File: config.mk
export PLATFORM = sky130hd
export DESIGN_NAME = counter_seq_ctrl_flat
export DESIGN_NICKNAME = d
export VERILOG_FILES = /design/src/rtl/counter_seq_ctrl_if.sv /design/src/rtl/counter_seq_ctrl.sv /design/src/flat_wrapper.sv
export SDC_FILE = /design/constraint.sdc
export NUM_CORES = 1
export LEC_CHECK = 0
export CORE_MARGIN = 2
export CORE_UTILIZATION = 47
export DETAILED_ROUTE_END_ITERATION = 10
export GPL_ROUTABILITY_DRIVEN = 0
export HOLD_SLACK_MARGIN = 0.08
export PLACE_DENSITY_LB_ADDON = 0.12
export REMOVE_ABC_BUFFERS = 1
export SLEW_MARGIN = 30
export SYNTH_ARGS = -nofsm -noshare
export SYNTH_HDL_FRONTEND = slang
export SYNTH_SLANG_ARGS = --single-unit
File: constraint.sdc
create_clock -name clk -period 3.1 [get_ports clk]
set_input_delay 0.465 -clock clk [delete_from_list [all_inputs] [get_ports clk]]
set_output_delay 0.465 -clock clk [all_outputs]
set_load 0.005 [all_outputs]
File: src/rtl/counter_seq_ctrl_if.sv
// Signal bundle between the register/control layer, the sequencer and the
// 8-bit loadable up-counter it drives.
interface counter_seq_ctrl_if #(
  parameter int WIDTH   = 8,
  parameter int TALLY_W = 8
);
  logic               start;
  logic               stop;
  logic               hold;
  logic               periodic;
  logic [WIDTH-1:0]   start_val;
  logic [WIDTH-1:0]   term_val;
  logic [WIDTH-1:0]   cnt_value;
  logic               cnt_load;
  logic               cnt_enable;
  logic [WIDTH-1:0]   cnt_data;
  logic               busy;
  logic               tc;
  logic [TALLY_W-1:0] periods;

  modport master (
    output start, stop, hold, periodic, start_val, term_val, cnt_value,
    input  cnt_load, cnt_enable, cnt_data, busy, tc, periods
  );

  modport slave (
    input  start, stop, hold, periodic, start_val, term_val, cnt_value,
    output cnt_load, cnt_enable, cnt_data, busy, tc, periods
  );
endinterface

File: src/rtl/counter_seq_ctrl.sv
// Sequences an external up-counter from a captured start value to a terminal
// value, one-shot or auto-reload, with a terminal-count pulse and period tally.
//
// state | meaning
// IDLE  | waiting for an accepted start
// LOAD  | counter load strobe, one cycle
// RUN   | counting toward term_reg; match ends the period
module counter_seq_ctrl #(
  parameter int WIDTH   = 8,
  parameter int TALLY_W = 8
) (
  input logic              clk,
  input logic              rst_n,
  counter_seq_ctrl_if.slave bus
);

  typedef enum logic [1:0] {
    IDLE = 2'd0,
    LOAD = 2'd1,
    RUN  = 2'd2
  } state_t;

  localparam logic [TALLY_W-1:0] TALLY_MAX = '1;

  state_t             state, state_nxt;
  logic [WIDTH-1:0]   start_reg;
  logic [WIDTH-1:0]   term_reg;
  logic               mode_reg;
  logic               tc_q;
  logic [TALLY_W-1:0] periods_q;
  logic               accept;
  logic               period_done;
  logic               match;

  // Match is evaluated regardless of hold so a held counter sitting on the
  // terminal value still completes its period.
  assign match = (state == RUN) && (bus.cnt_value == term_reg);

  always_ff @(posedge clk or negedge rst_n) begin
    if (!rst_n) state <= IDLE;
    else        state <= state_nxt;
  end

  always_comb begin
    state_nxt   = state;
    accept      = 1'b0;
    period_done = 1'b0;
    case (state)
      IDLE: begin
        if (bus.start && !bus.stop) begin
          accept    = 1'b1;
          state_nxt = LOAD;
        end
      end
      LOAD: state_nxt = bus.stop ? IDLE : RUN;
      RUN: begin
        if (bus.stop) begin
          state_nxt = IDLE;
        end else if (match) begin
          period_done = 1'b1;
          state_nxt   = mode_reg ? LOAD : IDLE;
        end
      end
      default: state_nxt = IDLE;
    endcase
  end

  always_ff @(posedge clk or negedge rst_n) begin
    if (!rst_n) begin
      start_reg <= '0;
      term_reg  <= '0;
      mode_reg  <= 1'b0;
      tc_q      <= 1'b0;
      periods_q <= '0;
    end else begin
      tc_q <= period_done;
      if (accept) begin
        start_reg <= bus.start_val;
        term_reg  <= bus.term_val;
        mode_reg  <= bus.periodic;
        periods_q <= '0;
      end else if (period_done && (periods_q != TALLY_MAX)) begin
        periods_q <= periods_q + TALLY_W'(1);
      end
    end
  end

  assign bus.cnt_data   = start_reg;
  assign bus.cnt_load   = (state == LOAD);
  assign bus.cnt_enable = (state == RUN) && !bus.hold && (bus.cnt_value != term_reg);
  assign bus.busy       = (state != IDLE);
  assign bus.tc         = tc_q;
  assign bus.periods    = periods_q;

endmodule

File: src/flat_wrapper.sv
// flat-port wrapper written by rule: the top's interface ports become plain ports
module counter_seq_ctrl_flat 
#(
  parameter int WIDTH   = 8,
  parameter int TALLY_W = 8
)
  (clk, rst_n, bus_start, bus_stop, bus_hold, bus_periodic, bus_start_val, bus_term_val, bus_cnt_value, bus_cnt_load, bus_cnt_enable, bus_cnt_data, bus_busy, bus_tc, bus_periods);
  counter_seq_ctrl_if #(.WIDTH(WIDTH), .TALLY_W(TALLY_W)) bus_i ();
  input logic clk;
  input logic rst_n;
  input wire logic [$bits(bus_i.start)-1:0] bus_start;
  input wire logic [$bits(bus_i.stop)-1:0] bus_stop;
  input wire logic [$bits(bus_i.hold)-1:0] bus_hold;
  input wire logic [$bits(bus_i.periodic)-1:0] bus_periodic;
  input wire logic [$bits(bus_i.start_val)-1:0] bus_start_val;
  input wire logic [$bits(bus_i.term_val)-1:0] bus_term_val;
  input wire logic [$bits(bus_i.cnt_value)-1:0] bus_cnt_value;
  output wire logic [$bits(bus_i.cnt_load)-1:0] bus_cnt_load;
  output wire logic [$bits(bus_i.cnt_enable)-1:0] bus_cnt_enable;
  output wire logic [$bits(bus_i.cnt_data)-1:0] bus_cnt_data;
  output wire logic [$bits(bus_i.busy)-1:0] bus_busy;
  output wire logic [$bits(bus_i.tc)-1:0] bus_tc;
  output wire logic [$bits(bus_i.periods)-1:0] bus_periods;
  assign bus_i.start = bus_start;
  assign bus_i.stop = bus_stop;
  assign bus_i.hold = bus_hold;
  assign bus_i.periodic = bus_periodic;
  assign bus_i.start_val = bus_start_val;
  assign bus_i.term_val = bus_term_val;
  assign bus_i.cnt_value = bus_cnt_value;
  assign bus_cnt_load = bus_i.cnt_load;
  assign bus_cnt_enable = bus_i.cnt_enable;
  assign bus_cnt_data = bus_i.cnt_data;
  assign bus_busy = bus_i.busy;
  assign bus_tc = bus_i.tc;
  assign bus_periods = bus_i.periods;
  counter_seq_ctrl #(.WIDTH(WIDTH), .TALLY_W(TALLY_W)) u_core (.clk(clk), .rst_n(rst_n), .bus(bus_i));
endmodule
==> impl_results.md <==
* Status: finished clean
* Total wire length at 2.58 mm
* Max-Cap Viols at 0
* Comb pwr share at 24.6%
* Pre-antenna DRT Iters at 4
* Fin crit period at approximately 2.6 ns
* Clock power share at 20.8%
* Post-layout net count at approximately 190
* Syn Std Cell Area at between 0.001 and 0.0015 mm2
* Register area at between 700 and 800 um2
* Capturing element type of the critical path: primary output
* Synth async-reset ratio at 100%
* Vias in the first global route at 1058
* CTS sink count at 28
* Clk_skew at 0.00832 ns
* WP buf/inv at 2
* Worst Path Max Fanout at 4
* Power density cells at 431 mW/mm2
* Syn Area/Cell at 12.2 um2
* Cts hold-fix bufs at 0
* Area added between synthesis and finish at 42.7%
* Standard-cell rows at 19
* Core area at roughly 0.0027 mm2
* Worst setup path start: bus_cnt_value[7]
* Unrepaired setup endpoints after global routing: no
* CTS tree: done
* I/O pin count at 50
* Die Wd at roughly 57 um
* Setup TNS at 0 ns
* Starting DRT DRC Count at 17
* Layout cell share with drive strength beyond 1 at 21.1%
* Post-synthesis xor/xnor area fraction at approximately 5.3%
* CP top delay family: buffers and inverters
* Peak supply drop at approximately 0.37 mV
* Final ANT Viol Nets at 0
* Register area share after synthesis at 52.7%
* Deepest clock path buffer count at 2
* FF+latch count, synth at 28
* Critical Path AT at 2.10 ns
* CP Class: in2out
* Switching Share at approximately a quarter
* CTS Buf Count at 3
* DPL Wire Length at 1.94 mm
* Synth Area in Simple Gates at 16.8%
* Worst skew pair latency at between 0.3 and 0.4 ns
* Crit start category: input pin
* Crit path top cell by count: clkdlybuf4s50_1
* Die H at 57.2 um
* NetSw at 0.193 mW
* Final setup fails at 0
* Root Driver: clkbuf_4
* First-pass GRT wire length at 4.34 mm
* Post-CTS sizing at 0
* Reg clk slew, reported paths at 0.14 ns
* Slew Limit Fails at 0
* Pin count of the biggest net entering global routing at 30
* Number of diodes at 0
* Die area at 0.00327 mm2
* Area of the multi-input gates at 607 um2
* Critical path's slowest cell: clkdlybuf4s50_1
* Number of synthesized flops with an enable pin at 0
* DRC viols at 0
* R2R Path Start: u_core.term_reg[7]$_DFFE_PN0P_
* Initial Utilization at 49.0%
* Synth Flop Type: dfrtp_1
* Tightest Hold Check Type: in2async
* Via count at around 1000
* Mux cell area share after synthesis at 16.1%
* GRT Total Usage at 16.7%
* Register share of total power at 54.6%
* Synth Warn # at 0
* Worst slew pin tran at 0.350 ns
* Leak at 0.795 nW
* Overflow after GRT at 0
* Pint at 0.624 mW
* Crit path required time at about 2.6 ns
* Fill cell count at 219
* DP Area at 0.00186 mm2
* H-tree depth at 1
* Max Clock Freq at about 400 MHz
* Final Hold Viols at 0
* Postcts setup bufs at 0
* CP cell instances: clkdlybuf4s50_1 -> xor2_1 -> nor4_2 -> and2_2 -> nor3_1 -> clkdlybuf4s50_1
* Initial antenna violation count at 0
* Vias per cell at 5.44
* IO buf count at 49
* Max stage delay on crit path at ~0.43 ns
* Routed wire per std cell at 13.5 um
* Main combinational cell family by area after synthesis: simple AND/OR/NAND/NOR gates
* Adder-cell share of the synthesized area at less than 1%
* Mapped Cells at between 100 and 150
* Tcrit/Tclk final at between 80% and 90%
* Compound-Gate Fraction of Synth Area at roughly 6%
* Final instance area at ~0.0019 mm2
* Rel. slew slack at 76.7%
* Yosys cell types at 31
[per-stage QoR]
stage               hold WS [ns]  instances  power [mW]  setup slack (ns)  util (%)
finish                     0.506        192       0.817             0.534      69.9
global route               0.515        192       0.865             0.415      69.9
CTS                        0.505        192       0.831             0.514      69.9
detailed placement         0.498        188       0.657             0.514      68.6
global placement           0.489        188       0.650             0.537      68.6
floorplan                  0.169        106       0.539             0.785         -
[cell type report]
| cell class | instances | area share (%) |
|---|---|---|
| Tap cell | 31 | 2.05 |
| Inverter | 2 | 0.396 |
| Multi-Input combinational cell | 76 | 32.0 |
| Sequential cell | 28 | 37.0 |
| Timing Repair Buffer | 51 | 26.7 |
| Clock buffer | 4 | 1.91 |
[power by group through the flow]
stage,Clock [mW],Combinational [mW],Sequential [mW]
6_report,0.170,0.201,0.446
5_1_grt,0.193,0.219,0.453
4_1_cts,0.179,0.205,0.447
3_5_place_dp,0,0.204,0.453
3_3_place_gp,0,0.200,0.450
2_1_floorplan,0,0.0899,0.449
[per-layer routing]
layer  track usage [%]  vias to the layer above  routed length [um]
li1                  -                      494                   -
met5                 0                        -                   0
met1              20.5                      512                1070
met3              2.72                        2                 147
met4              6.64                        0                  19
met2              29.2                       37                1350
[Yosys cell counts, types with 2 or more instances]
cell type | number | share of area [%]
mux2_2 | 19 | 16
dfrtp_1 | 28 | 53
nor2_1 | 8 | 2.3
o21ai_0 | 2 | 0.75
buf_4 | 2 | 1.1
nor3_1 | 3 | 1.1
nor2b_1 | 3 | 1.4
nor4_2 | 3 | 2.8
nand3_1 | 4 | 1.5
xor2_1 | 8 | 5.3
nand2_1 | 3 | 0.85
and3_1 | 3 | 1.4
a21oi_1 | 5 | 1.9
[cell families after synthesis]
group,after synthesis
and+or+nand+nor,36
DFF,28
muxes,19
AOI/OAI and AO/OA,12
xor gates and xnor gates,8
buffers and inverters,5
adders and majority gates,1
[final timing paths]
check | to | slack [ns] | cells after the start
max reg2reg | u_core.bus.periods[4]$_DFFE_PN0P_ | 1.21 | 5
min reg2reg | u_core.bus.cnt_data[6]$_DFFE_PN0P_ | 0.53 | 1
min in group clk | u_core.bus.cnt_data[6]$_DFFE_PN0P_ | 0.53 | 1
min | u_core.bus.periods[3]$_DFFE_PN0P_ | 0.51 | 2
max | bus_cnt_enable | 0.53 | 6
max in group asynchronous | u_core.bus.cnt_data[7]$_DFFE_PN0P_ | 2.33 | 2
[cells in the final DEF, fill, tap and decap left out, types with 2 or more instances in the layout]
cell / Yosys / final
clkdlybuf4s50_1: 0 / 49
dfrtp_1: 28 / 28
mux2_2: 19 / 19
nor2_1: 8 / 8
xor2_1: 8 / 8
a21oi_1: 5 / 5
nand3_1: 4 / 4
nor2b_1: 3 / 3
nor4_2: 3 / 3
nor3_1: 3 / 3
nand2_1: 3 / 3
and3_1: 3 / 3
clkbuf_4: 0 / 3
o21ai_0: 2 / 2
buf_4: 2 / 2
No activity file was read; power rests on OpenSTA's default activity.
